`config.mk`:
```
export PLATFORM = sky130hd
export DESIGN_NAME = task_dispatcher
export DESIGN_NICKNAME = d
export VERILOG_FILES = /design/src/rtl/sched_pkg.sv /design/src/rtl/prio_select.sv /design/src/rtl/task_dispatcher.sv
export SDC_FILE = /design/constraint.sdc
export NUM_CORES = 1
export LEC_CHECK = 0
export CORE_MARGIN = 2
export CORE_UTILIZATION = 40
export CTS_CLUSTER_SIZE = 12
export DETAILED_ROUTE_END_ITERATION = 12
export GPL_TIMING_DRIVEN = 0
export SETUP_SLACK_MARGIN = 0.02
export SLEW_MARGIN = 0
export SYNTH_ARGS = -nofsm -noshare
export SYNTH_HDL_FRONTEND = slang
export SYNTH_HIERARCHICAL = 1
export SYNTH_SLANG_ARGS = --single-unit
```
`constraint.sdc`:
```
create_clock -name CLK -period 21.9 [get_ports CLK]
set_input_delay 3.285 -clock CLK [delete_from_list [all_inputs] [get_ports CLK]]
set_output_delay 3.285 -clock CLK [all_outputs]
set_load 0.02 [all_outputs]
```
`src/rtl/sched_pkg.sv`:
```
// Shared definitions for the task dispatcher: op-word layout, opcodes and FSM states.
package sched_pkg;

  localparam int unsigned IdxW = 4;

  localparam int unsigned OpIdLsb   = 8;
  localparam int unsigned OpCodeLsb = 4;
  localparam int unsigned OpArgLsb  = 0;

  localparam logic [3:0]  OpExecute = 4'b0111;
  localparam logic [3:0]  OpFinish  = 4'b1111;
  localparam logic [15:0] OpNop     = 16'h0000;

  typedef enum logic [2:0] {
    StIdle,
    StSelect,
    StDispatch,
    StRun,
    StFinish
  } state_e;

  function automatic logic [15:0] make_op(input logic [3:0] id, input logic [3:0] code);
    return {4'h0, id, code, 4'h0};
  endfunction

  // Execute and Finish belong to the dispatcher; a host may not forge them.
  function automatic logic is_reserved(input logic [15:0] op);
    return (op[OpCodeLsb +: 4] == OpExecute) || (op[OpCodeLsb +: 4] == OpFinish);
  endfunction

endpackage

```
`src/rtl/prio_select.sv`:
```
// Combinational winner pick: lowest priority value wins, ties go to the first slot
// in round-robin order starting at i_rr_start.
module prio_select
  import sched_pkg::*;
#(
  parameter int unsigned N_TASKS = 8
) (
  input  logic [8*N_TASKS-1:0] i_sorter_in,
  input  logic [IdxW-1:0]      i_rr_start,
  output logic [IdxW-1:0]      o_win_idx,
  output logic [3:0]           o_win_id,
  output logic                 o_win_valid
);

  int unsigned w_idx;
  logic [7:0]  w_slot;
  logic [3:0]  w_best_prio;

  always_comb begin
    o_win_idx   = '0;
    o_win_id    = '0;
    o_win_valid = 1'b0;
    w_best_prio = 4'hF;
    w_idx       = 0;
    w_slot      = 8'h00;
    for (int unsigned k = 0; k < N_TASKS; k++) begin
      w_idx = int'(i_rr_start) + k;
      if (w_idx >= N_TASKS) w_idx = w_idx - N_TASKS;
      w_slot = i_sorter_in[8*w_idx +: 8];
      // Strict compare keeps the earliest slot in scan order on a tie.
      if ((w_slot != 8'h00) && (!o_win_valid || (w_slot[3:0] < w_best_prio))) begin
        o_win_valid = 1'b1;
        o_win_idx   = IdxW'(w_idx);
        o_win_id    = w_slot[7:4];
        w_best_prio = w_slot[3:0];
      end
    end
  end

endmodule

```
`src/rtl/task_dispatcher.sv`:
```
// Time-slice task dispatcher: picks a ready task, issues Execute, runs a slice,
// issues Finish, and forwards host operation words in between.
module task_dispatcher
  import sched_pkg::*;
#(
  parameter int unsigned N_TASKS      = 8,
  parameter int unsigned SLICE_CYCLES = 10000
) (
  input  logic                 CLK,
  input  logic                 RST,
  input  logic [8*N_TASKS-1:0] sorter_in,
  input  logic                 host_op_valid,
  input  logic [15:0]          host_op,
  output logic                 host_op_ready,
  output logic [15:0]          out_op,
  output logic [3:0]           cur_id,
  output logic                 running,
  output logic                 slice_end
);

  localparam logic [15:0]     SliceLast = 16'(SLICE_CYCLES - 1);
  localparam logic [IdxW-1:0] LastSlot  = IdxW'(N_TASKS - 1);

  state_e          r_state, w_state_nxt;
  logic [IdxW-1:0] r_win_idx, w_win_idx_nxt;
  logic [3:0]      r_win_id, w_win_id_nxt;
  logic [IdxW-1:0] r_last_idx, w_last_idx_nxt;
  logic [15:0]     r_cnt, w_cnt_nxt;
  logic [15:0]     r_out_op, w_out_op_nxt;
  logic [3:0]      r_cur_id, w_cur_id_nxt;
  logic            r_running, w_running_nxt;
  logic            r_slice_end, w_slice_end_nxt;
  logic            r_ready, w_ready_nxt;

  logic [IdxW-1:0] w_rr_start;
  logic [IdxW-1:0] w_sel_idx;
  logic [3:0]      w_sel_id;
  logic            w_sel_valid;
  logic [7:0]      w_cur_slot;
  logic            w_host_accept;

  assign w_rr_start    = (r_last_idx == LastSlot) ? '0 : r_last_idx + IdxW'(1);
  assign w_cur_slot    = sorter_in[8*r_win_idx +: 8];
  assign w_host_accept = host_op_valid && r_ready;

  prio_select #(
    .N_TASKS (N_TASKS)
  ) u_prio_select (
    .i_sorter_in (sorter_in),
    .i_rr_start  (w_rr_start),
    .o_win_idx   (w_sel_idx),
    .o_win_id    (w_sel_id),
    .o_win_valid (w_sel_valid)
  );

  always_comb begin
    w_state_nxt     = r_state;
    w_win_idx_nxt   = r_win_idx;
    w_win_id_nxt    = r_win_id;
    w_last_idx_nxt  = r_last_idx;
    w_cnt_nxt       = r_cnt;
    w_out_op_nxt    = OpNop;
    w_cur_id_nxt    = r_cur_id;
    w_running_nxt   = r_running;
    w_slice_end_nxt = 1'b0;

    if (w_host_accept && !is_reserved(host_op)) w_out_op_nxt = host_op;

    unique case (r_state)
      StIdle: begin
        w_running_nxt = 1'b0;
        w_cur_id_nxt  = 4'h0;
        if (|sorter_in) w_state_nxt = StSelect;
      end
      StSelect: begin
        w_running_nxt = 1'b0;
        w_cur_id_nxt  = 4'h0;
        if (w_sel_valid) begin
          w_state_nxt   = StDispatch;
          w_win_idx_nxt = w_sel_idx;
          w_win_id_nxt  = w_sel_id;
        end else begin
          w_state_nxt = StIdle;
        end
      end
      StDispatch: begin
        w_out_op_nxt   = make_op(r_win_id, OpExecute);
        w_running_nxt  = 1'b1;
        w_cur_id_nxt   = r_win_id;
        w_cnt_nxt      = '0;
        w_last_idx_nxt = r_win_idx;
        w_state_nxt    = StRun;
      end
      StRun: begin
        // A vanished slot ends the slice silently, even on its last cycle.
        if (w_cur_slot == 8'h00) begin
          w_state_nxt     = StSelect;
          w_slice_end_nxt = 1'b1;
          w_running_nxt   = 1'b0;
          w_cur_id_nxt    = 4'h0;
        end else if (r_cnt == SliceLast) begin
          w_state_nxt = StFinish;
        end else begin
          w_cnt_nxt = r_cnt + 16'd1;
        end
      end
      StFinish: begin
        w_out_op_nxt    = make_op(r_cur_id, OpFinish);
        w_slice_end_nxt = 1'b1;
        w_state_nxt     = StSelect;
      end
      default: w_state_nxt = StIdle;
    endcase

    // Ready is withheld exactly while the dispatcher owns the op bus.
    w_ready_nxt = (w_state_nxt != StDispatch) && (w_state_nxt != StFinish);
  end

  always_ff @(posedge CLK or posedge RST) begin
    if (RST) begin
      r_state     <= StIdle;
      r_win_idx   <= '0;
      r_win_id    <= 4'h0;
      r_last_idx  <= LastSlot;
      r_cnt       <= '0;
      r_out_op    <= OpNop;
      r_cur_id    <= 4'h0;
      r_running   <= 1'b0;
      r_slice_end <= 1'b0;
      r_ready     <= 1'b1;
    end else begin
      r_state     <= w_state_nxt;
      r_win_idx   <= w_win_idx_nxt;
      r_win_id    <= w_win_id_nxt;
      r_last_idx  <= w_last_idx_nxt;
      r_cnt       <= w_cnt_nxt;
      r_out_op    <= w_out_op_nxt;
      r_cur_id    <= w_cur_id_nxt;
      r_running   <= w_running_nxt;
      r_slice_end <= w_slice_end_nxt;
      r_ready     <= w_ready_nxt;
    end
  end

  assign out_op        = r_out_op;
  assign cur_id        = r_cur_id;
  assign running       = r_running;
  assign slice_end     = r_slice_end;
  assign host_op_ready = r_ready;

endmodule
```
==> impl_metrics.env, run 1 <==
export IMPL_grt_overflow=0
export IMPL_async_reset_ff_share_pct=100
export IMPL_ant_nets=0
export IMPL_timing_max_transition_violations_final=0
export IMPL_worst_r2r_startpoint="r_last_idx[0]"
export IMPL_yosysWarnings=6
export IMPL_grt_max_degree=31
export IMPL_worst_r2r_setup_slack_ns=4.08
export IMPL_yosys_register_bits=54
export IMPL_via_count_of_the_first_global_routing_pass=9474
export IMPL_grt_util_all_layers_pct=31.8
export IMPL_cp_startpoint="sorter_in[37]"
export IMPL_fp_coreArea_mm2=0.0226
export IMPL_cts_resized_gates=0
export IMPL_result_of_the_run="completed"
export IMPL_synth_xor_area_share_pct=1.23
export IMPL_critPathCaptureType="register"
export IMPL_setup_worst_path_start_class="input pin"
export IMPL_total_via_count_after_detailed_routing=10137
export IMPL_rows=55
export IMPL_timing_final_setup_violations=0
export IMPL_estimated_wirelength_of_the_detail_placed_design_um=31200
export IMPL_clk_path_buf_depth=2
export IMPL_syn_inst=1109
export IMPL_clock_insertion_delay_worst_skew_ns=0.30
export IMPL_fin_nets=1349
export IMPL_crit_path_frequent_cell="sky130_fd_sc_hd__ha_1"
export IMPL_cts_hold_buffers_added=0
export IMPL_timing_final_hold_violations=0
export IMPL_mostFrequentLayoutCell="sky130_fd_sc_hd__nand2_1"
export IMPL_final_period_utilization_pct=84.2
export IMPL_final_antenna_diode_count=0
export IMPL_synth_edf_count=0
export IMPL_floorplan_initialDensity_pct=40.6
export IMPL_drt_wirelength_per_cell_um=25.9
export IMPL_cts_buffer_count=5
export IMPL_area_growth_syn_to_layout_pct=17.2
export IMPL_synth_cell_type_count=101
export IMPL_clock_skew_final_ns=0.0116
export IMPL_multi_input_comb_area_mm2=0.00726
export IMPL_cell_type_with_the_highest_aggregate_area_in_the_netlist="sky130_fd_sc_hd__mux4_2"
export IMPL_max_slew_margin_rel_pct=8.52
export IMPL_rsz0062_at_grt="false"
export IMPL_hold_start="r_last_idx[1]"
export IMPL_timing_critical_path_fanout_max=10
export IMPL_buffers_on_ports=105
export IMPL_post_synth_cell_area_avg_um2=8.26
export IMPL_holdPathEnd="r_last_idx[1]"
export IMPL_tightest_slew_ns=1.36
export IMPL_synth_main_ff_cell="sky130_fd_sc_hd__dfrtp_1"
export IMPL_gp_congestion=1.03
export IMPL_syn_area_mm2=0.00916
export IMPL_detailedRoute_firstIterationViolations=1243
export IMPL_synth_yosys_seq_area_share_pct=14.8
export IMPL_top_library_cells_by_usage_in_the_layout_fill_and_taps_aside="sky130_fd_sc_hd__nand2_1 (128), sky130_fd_sc_hd__clkdlybuf4s50_1 (105), sky130_fd_sc_hd__nor2_1 (75), sky130_fd_sc_hd__a21oi_1 (73), sky130_fd_sc_hd__mux4_2 (59)"
export IMPL_grt_antenna_before_repair=0
export IMPL_synthesis_nets=1236
export IMPL_worst_endpoint_required_ns=22.06
export IMPL_die_y_um=155
export IMPL_postLayoutCoreUtil_pct=47.6
export IMPL_i_o_pin_count=106
export IMPL_yosys_area_share_adder_pct=6.01
export IMPL_worst_case_hold_slack_ns=0.503
export IMPL_critical_path_max_stage_delay_ns=0.68
export IMPL_finalWirelength_um=39000
export IMPL_drt_vias_per_instance=6.72
export IMPL_fill_cells=2260
export IMPL_post_cts_setup_buffer_count=0
export IMPL_first_pass_iters=5
export IMPL_setup_tns_ns=0
export IMPL_grt_pass1_wl_um=58700
export IMPL_r2r_end="r_win_idx[1]"
export IMPL_synth_compound_gate_area_share_pct=23.7
export IMPL_post_synth_and_or_nand_nor_area_fraction_pct=24.3
export IMPL_drv_cap=0
export IMPL_clock_pin_slew_of_the_registers_on_the_worst_case_setup_and_hold_paths_ns=0.07
export IMPL_critical_path_class="input pin to register"
export IMPL_cts_tree="yes"
export IMPL_period_minus_slack_ns=18.43
export IMPL_yosys_mux_area_fraction_pct=24.0
export IMPL_cts_root_buffer="sky130_fd_sc_hd__clkbuf_16"
export IMPL_fp_dieArea_mm2=0.0241
export IMPL_die_x_um=155
export IMPL_final_seq_area_mm2=0.00136
export IMPL_yosys_area_top_type_share_pct=14.5
export IMPL_netlist_top_cells_area="sky130_fd_sc_hd__mux4_2 (15%), sky130_fd_sc_hd__dfrtp_1 (14%), sky130_fd_sc_hd__ha_1 (6.0%)"
export IMPL_hp_class="register to register"
export IMPL_crit_arrival_ns=18.59
export IMPL_clock_tree_htree_level_count=2
export IMPL_main_combinational_cell_family_by_area_after_synthesis="simple AND/OR/NAND/NOR gates"
export IMPL_worst_hold_path_cell_count=2
export IMPL_numClockSinks=54
export IMPL_worstRegToRegCells=65
export IMPL_critical_path_slowest_cell="sky130_fd_sc_hd__o32ai_2"
export IMPL_post_route_drc_count=0
export IMPL_achievable_frequency_mhz=54.3
export IMPL_final_layout_size_suffix_gt1_share_pct=13.8
state kept, by name (all words and copies together), names as in the netlist:
signal and cells:
slice_end 1, cur_id 4, r_state 3, host_op_ready 1, r_win_id 4, r_cnt 16
out_op 16, running 1, r_last_idx 4, r_win_idx 4
per-stage QoR:
| step | area (µm²) | std cells | setup slack, ns |
|---|---|---|---|
| 2_1_floorplan | 9160 | 1109 | 6.52 |
| 3_3_place_gp | 10600 | 1499 | 3.49 |
| 3_5_place_dp | 10600 | 1500 | 3.41 |
| 4_1_cts | 10700 | 1508 | 3.68 |
| 5_1_grt | 10700 | 1508 | 2.46 |
| 6_report | 10700 | 1508 | 3.47 |
cells by family after synthesis:
family                   Yosys count
buffers and inverters            121
AO/OA/AOI/OAI                    313
adder cells (fa/ha/maj)           44
XOR/XNOR                          12
flip-flops                        54
other                              1
AND/OR/NAND/NOR                  423
multiplexers                     141
final cells by class:
| type | instances | area share [%] |
|---|---|---|
| flip-flops and latches | 54 | 12.6 |
| inverters | 49 | 1.71 |
| plain buffers | 72 | 3.34 |
| repair buffers | 106 | 9.98 |
| multi-input cells | 934 | 67.6 |
| clock inverters | 3 | 0.221 |
| clock buffers | 5 | 1.17 |
| well taps | 285 | 3.32 |
worst max path at each step:
stage | to | cells after the start
6_report | r_win_idx[1] | 61
5_1_grt | r_win_idx[1] | 63
3_5_place_dp | r_win_idx[1] | 61
3_3_place_gp | r_win_idx[1] | 60
4_1_cts | r_win_idx[1] | 61
2_1_floorplan | r_win_idx[1] | 60
synth_stat cells (all sizes together) (10+ instances only):
cell type / instances
nor3: 29
ha: 44
mux2: 29
nand2b: 23
a21oi: 77
o21ai: 61
or3: 11
mux2i: 53
mux4: 59
a31oi: 26
nor4: 21
clkbuf: 34
nand4: 10
a21o: 18
o211ai: 11
nor2: 75
inv: 48
nand2: 128
nand3: 35
and3: 12
and2: 22
dfrtp: 50
buf: 38
nor2b: 10
critical path: cells and delay by family:
kind,cells,cell delay [ns]
AOI/OAI and AO/OA,24,6.16
adders and majority gates,7,1.85
buffers and inverters,12,3.17
muxes,6,2.16
and+or+nand+nor,12,1.95
per-layer routing:
layer / GRT usage [%] / routed length [µm] / vias to the layer above
li1: - / - / 4495
met1: 44.2 / 16300 / 4920
met2: 47.6 / 16500 / 610
met3: 7.99 / 4290 / 112
met4: 12.3 / 1860 / 0
met5: 0 / 0 / -
Power of run 1 is not shown: default switching activity piles up to over one toggle a cycle in this logic, so the estimate is an artifact.
==> run 2, diff against run 1 <==
==> constraint.sdc (replaced) <==
create_clock -name CLK -period 19.3 [get_ports CLK]
set_input_delay 2.895 -clock CLK [delete_from_list [all_inputs] [get_ports CLK]]
set_output_delay 2.895 -clock CLK [all_outputs]
set_load 0.02 [all_outputs]
==> results of run 2 <==
Same layout as run 1 (identical final DEF). Status: completed.
Among the figures that moved: setup slack after placement 3.41 ns -> 1.20 ns; setup slack after layout 3.47 ns -> 1.26 ns; register-to-register setup slack 4.08 ns -> 1.48 ns
Power of run 2 is left out for the same reason.
==> run 3, diff against run 2 <==
--- a/config.mk
+++ b/config.mk
@@ -5,14 +5,16 @@
 export SDC_FILE = /design/constraint.sdc
 export NUM_CORES = 1
 export LEC_CHECK = 0
+export CELL_PAD_IN_SITES_DETAIL_PLACEMENT = 0
+export CELL_PAD_IN_SITES_GLOBAL_PLACEMENT = 2
 export CORE_MARGIN = 2
-export CORE_UTILIZATION = 40
+export CORE_UTILIZATION = 35
 export CTS_CLUSTER_SIZE = 12
 export DETAILED_ROUTE_END_ITERATION = 12
 export GPL_TIMING_DRIVEN = 0
+export PLACE_DENSITY_LB_ADDON = 0.1
 export SETUP_SLACK_MARGIN = 0.02
 export SLEW_MARGIN = 0
 export SYNTH_ARGS = -nofsm -noshare
 export SYNTH_HDL_FRONTEND = slang
-export SYNTH_HIERARCHICAL = 1
 export SYNTH_SLANG_ARGS = --single-unit
==> impl_metrics.env, run 3 <==
export IMPL_grt_antenna_before_repair=1
export IMPL_timing_final_setup_violations=0
export IMPL_synth_cell_type_count=97
export IMPL_post_synth_cell_area_avg_um2=7.92
export IMPL_grtUsageMet1_pct=47.6
export IMPL_drt_wirelength_per_cell_um=30.0
export IMPL_final_antenna_diode_count=0
export IMPL_layoutNonFillerInstCount=1596
export IMPL_floorplan_initialDensity_pct=35.3
export IMPL_detailedRoute_firstIterationViolations=1274
export IMPL_syn_area_mm2=0.00911
export IMPL_timing_max_transition_violations_final=0
export IMPL_achievable_frequency_mhz=55.2
export IMPL_postLayoutCoreUtil_pct=41.5
export IMPL_critical_path_max_stage_delay_ns=0.78
export IMPL_critical_path_class="input pin to register"
export IMPL_timing_final_hold_violations=0
export IMPL_i_o_pin_count=106
export IMPL_netlist_top_cells_area="sky130_fd_sc_hd__dfrtp_1 (14%), sky130_fd_sc_hd__mux4_2 (8.7%), sky130_fd_sc_hd__mux2i_1 (5.5%)"
export IMPL_synthesis_nets=1273
export IMPL_die_y_um=165
export IMPL_cp_num_cells=63
export IMPL_drt_vias_per_instance=6.68
export IMPL_synth_edf_count=0
export IMPL_synthTopCellsByCount="sky130_fd_sc_hd__nand2_1 (118), sky130_fd_sc_hd__nor2_1 (115), sky130_fd_sc_hd__a21oi_1 (62)"
export IMPL_synth_main_ff_cell="sky130_fd_sc_hd__dfrtp_1"
export IMPL_area_growth_syn_to_layout_pct=17.7
export IMPL_gp_congestion=1.04
export IMPL_cts_root_buffer="sky130_fd_sc_hd__clkbuf_16"
export IMPL_rsz0062_at_grt="false"
export IMPL_worst_endpoint_required_ns=19.50
export IMPL_clock_tree_htree_level_count=2
export IMPL_final_period_utilization_pct=93.8
export IMPL_worst_hold_path_cell_count=1
export IMPL_via_count_of_the_first_global_routing_pass=10102
export IMPL_ant_nets=0
export IMPL_globalRoute_busiestLayer="met2"
export IMPL_syn_inst=1151
export IMPL_cts_tree="yes"
export IMPL_gr_usage_met2_pct=53.7
export IMPL_numClockSinks=54
export IMPL_post_cts_setup_buffer_count=0
export IMPL_synth_most_common_cell="sky130_fd_sc_hd__nand2_1"
export IMPL_crit_arrival_ns=18.30
export IMPL_clock_pin_slew_of_the_registers_on_the_worst_case_setup_and_hold_paths_ns=0.07
export IMPL_mostFrequentLayoutCell="sky130_fd_sc_hd__nand2_1"
export IMPL_buffers_on_ports=102
export IMPL_grt_pass1_wl_um=69500
export IMPL_fp_dieArea_mm2=0.0273
export IMPL_worstRegToRegCells=63
export IMPL_cp_delay_by_family_top="compound AO/OA/AOI/OAI gates"
export IMPL_fp_coreArea_mm2=0.0258
export IMPL_tightest_slew_ns=1.21
export IMPL_met3_usage_pct=6.39
export IMPL_clock_insertion_delay_worst_skew_ns=0.29
export IMPL_final_layout_size_suffix_gt1_share_pct=12.5
export IMPL_estimated_wirelength_of_the_detail_placed_design_um=38900
export IMPL_setup_worst_path_start_class="input pin"
export IMPL_top_library_cells_by_usage_in_the_layout_fill_and_taps_aside="sky130_fd_sc_hd__nand2_1 (118), sky130_fd_sc_hd__nor2_1 (115), sky130_fd_sc_hd__clkdlybuf4s50_1 (102), sky130_fd_sc_hd__a21oi_1 (62)"
export IMPL_cell_type_with_the_highest_aggregate_area_in_the_netlist="sky130_fd_sc_hd__dfrtp_1"
export IMPL_rows=59
export IMPL_critPathBufInv=8
export IMPL_period_minus_slack_ns=18.10
export IMPL_first_pass_iters=5
export IMPL_drv_cap=0
export IMPL_grt_max_degree=32
export IMPL_critPathCaptureType="register"
export IMPL_yosysWarnings=0
export IMPL_final_critical_path_setup_slack_ns=1.20
export IMPL_cts_hold_buffers_added=0
export IMPL_fill_cells=2720
export IMPL_critical_path_slowest_cell="sky130_fd_sc_hd__clkdlybuf4s50_1"
export IMPL_yosys_register_bits=54
export IMPL_post_route_drc_count=0
export IMPL_fin_nets=1383
export IMPL_async_reset_ff_share_pct=100
export IMPL_max_slew_margin_rel_pct=18.5
export IMPL_result_of_the_run="completed"
export IMPL_timing_critical_path_fanout_max=10
export IMPL_total_via_count_after_detailed_routing=10660
export IMPL_cts_buffer_count=5
export IMPL_place_inst=1589
export IMPL_grt_overflow=0
export IMPL_cts_resized_gates=0
export IMPL_finalWirelength_um=47900
export IMPL_yosys_area_top_type_share_pct=13.7
export IMPL_synth_yosys_seq_area_share_pct=14.9
export IMPL_setup_tns_ns=0
export IMPL_grt_util_all_layers_pct=35.1
export IMPL_hp_class="register to register"
export IMPL_clk_path_buf_depth=2
export IMPL_clock_skew_final_ns=0.00782
export IMPL_die_x_um=165
export IMPL_dpl_worst_slack_ns=0.765
## run 3: worst paths after layout
kind	slack (ns)	startpoint	endpoint
setup / recovery	1.20	sorter_in[52]	r_win_idx[2]
hold / removal	0.48	running	running
max in group asynchronous	15.73	RST	r_last_idx[1]
setup reg to reg	1.35	r_last_idx[0]	r_win_idx[2]
min in group asynchronous	2.96	RST	out_op[4]
hold reg to reg	0.48	running	running
## run 3: routing by layer
layer | up-vias | part of all wire, % | routed length [µm]
li1 | 4670 | - | -
met1 | 5167 | 42 | 19900
met2 | 656 | 43 | 20400
met3 | 163 | 9.9 | 4750
met4 | 4 | 5.8 | 2780
met5 | - | 0.054 | 26
## run 3: per-stage QoR
stage	hold WS [ns]	instance area, µm²
6_report	0.483	10700
5_1_grt	0.529	10700
4_1_cts	0.482	10700
3_5_place_dp	0.467	10600
3_3_place_gp	0.459	10600
2_1_floorplan	0.465	9110
## run 3: final cells by class
cell class | count | area (µm²) | area share, %
Buffer | 77 | 379 | 3.53
Clock buffer | 5 | 125 | 1.17
Tap cell | 335 | 419 | 3.91
Sequential cell | 54 | 1360 | 12.6
Multi-Input combinational cell | 979 | 7240 | 67.5
Clock inverter | 2 | 13.8 | 0.128
Inverter | 41 | 154 | 1.43
Timing Repair Buffer | 103 | 1040 | 9.70
## run 3: kinds of logic after synthesis
logic type	after synthesis	share of synthesized area, %
AO/OA/AOI/OAI	337	27.0
AND/OR/NAND/NOR	468	26.8
adder cells (fa/ha/maj)	40	5.46
buffers and inverters	118	5.82
XOR/XNOR	17	1.72
flip-flops	54	14.9
multiplexers	117	18.4
## run 3: worst reg2reg max path, delay by kind of cell (launching register included)
kind / cells / cell delay, ns
AO/OA/AOI/OAI: 26 / 5.78
adder cells (fa/ha/maj): 8 / 2.76
buffers and inverters: 15 / 5.10
flip-flops: 1 / 0.72
multiplexers: 4 / 1.60
AND/OR/NAND/NOR: 10 / 1.89
Power of run 3 is left out for the same reason.
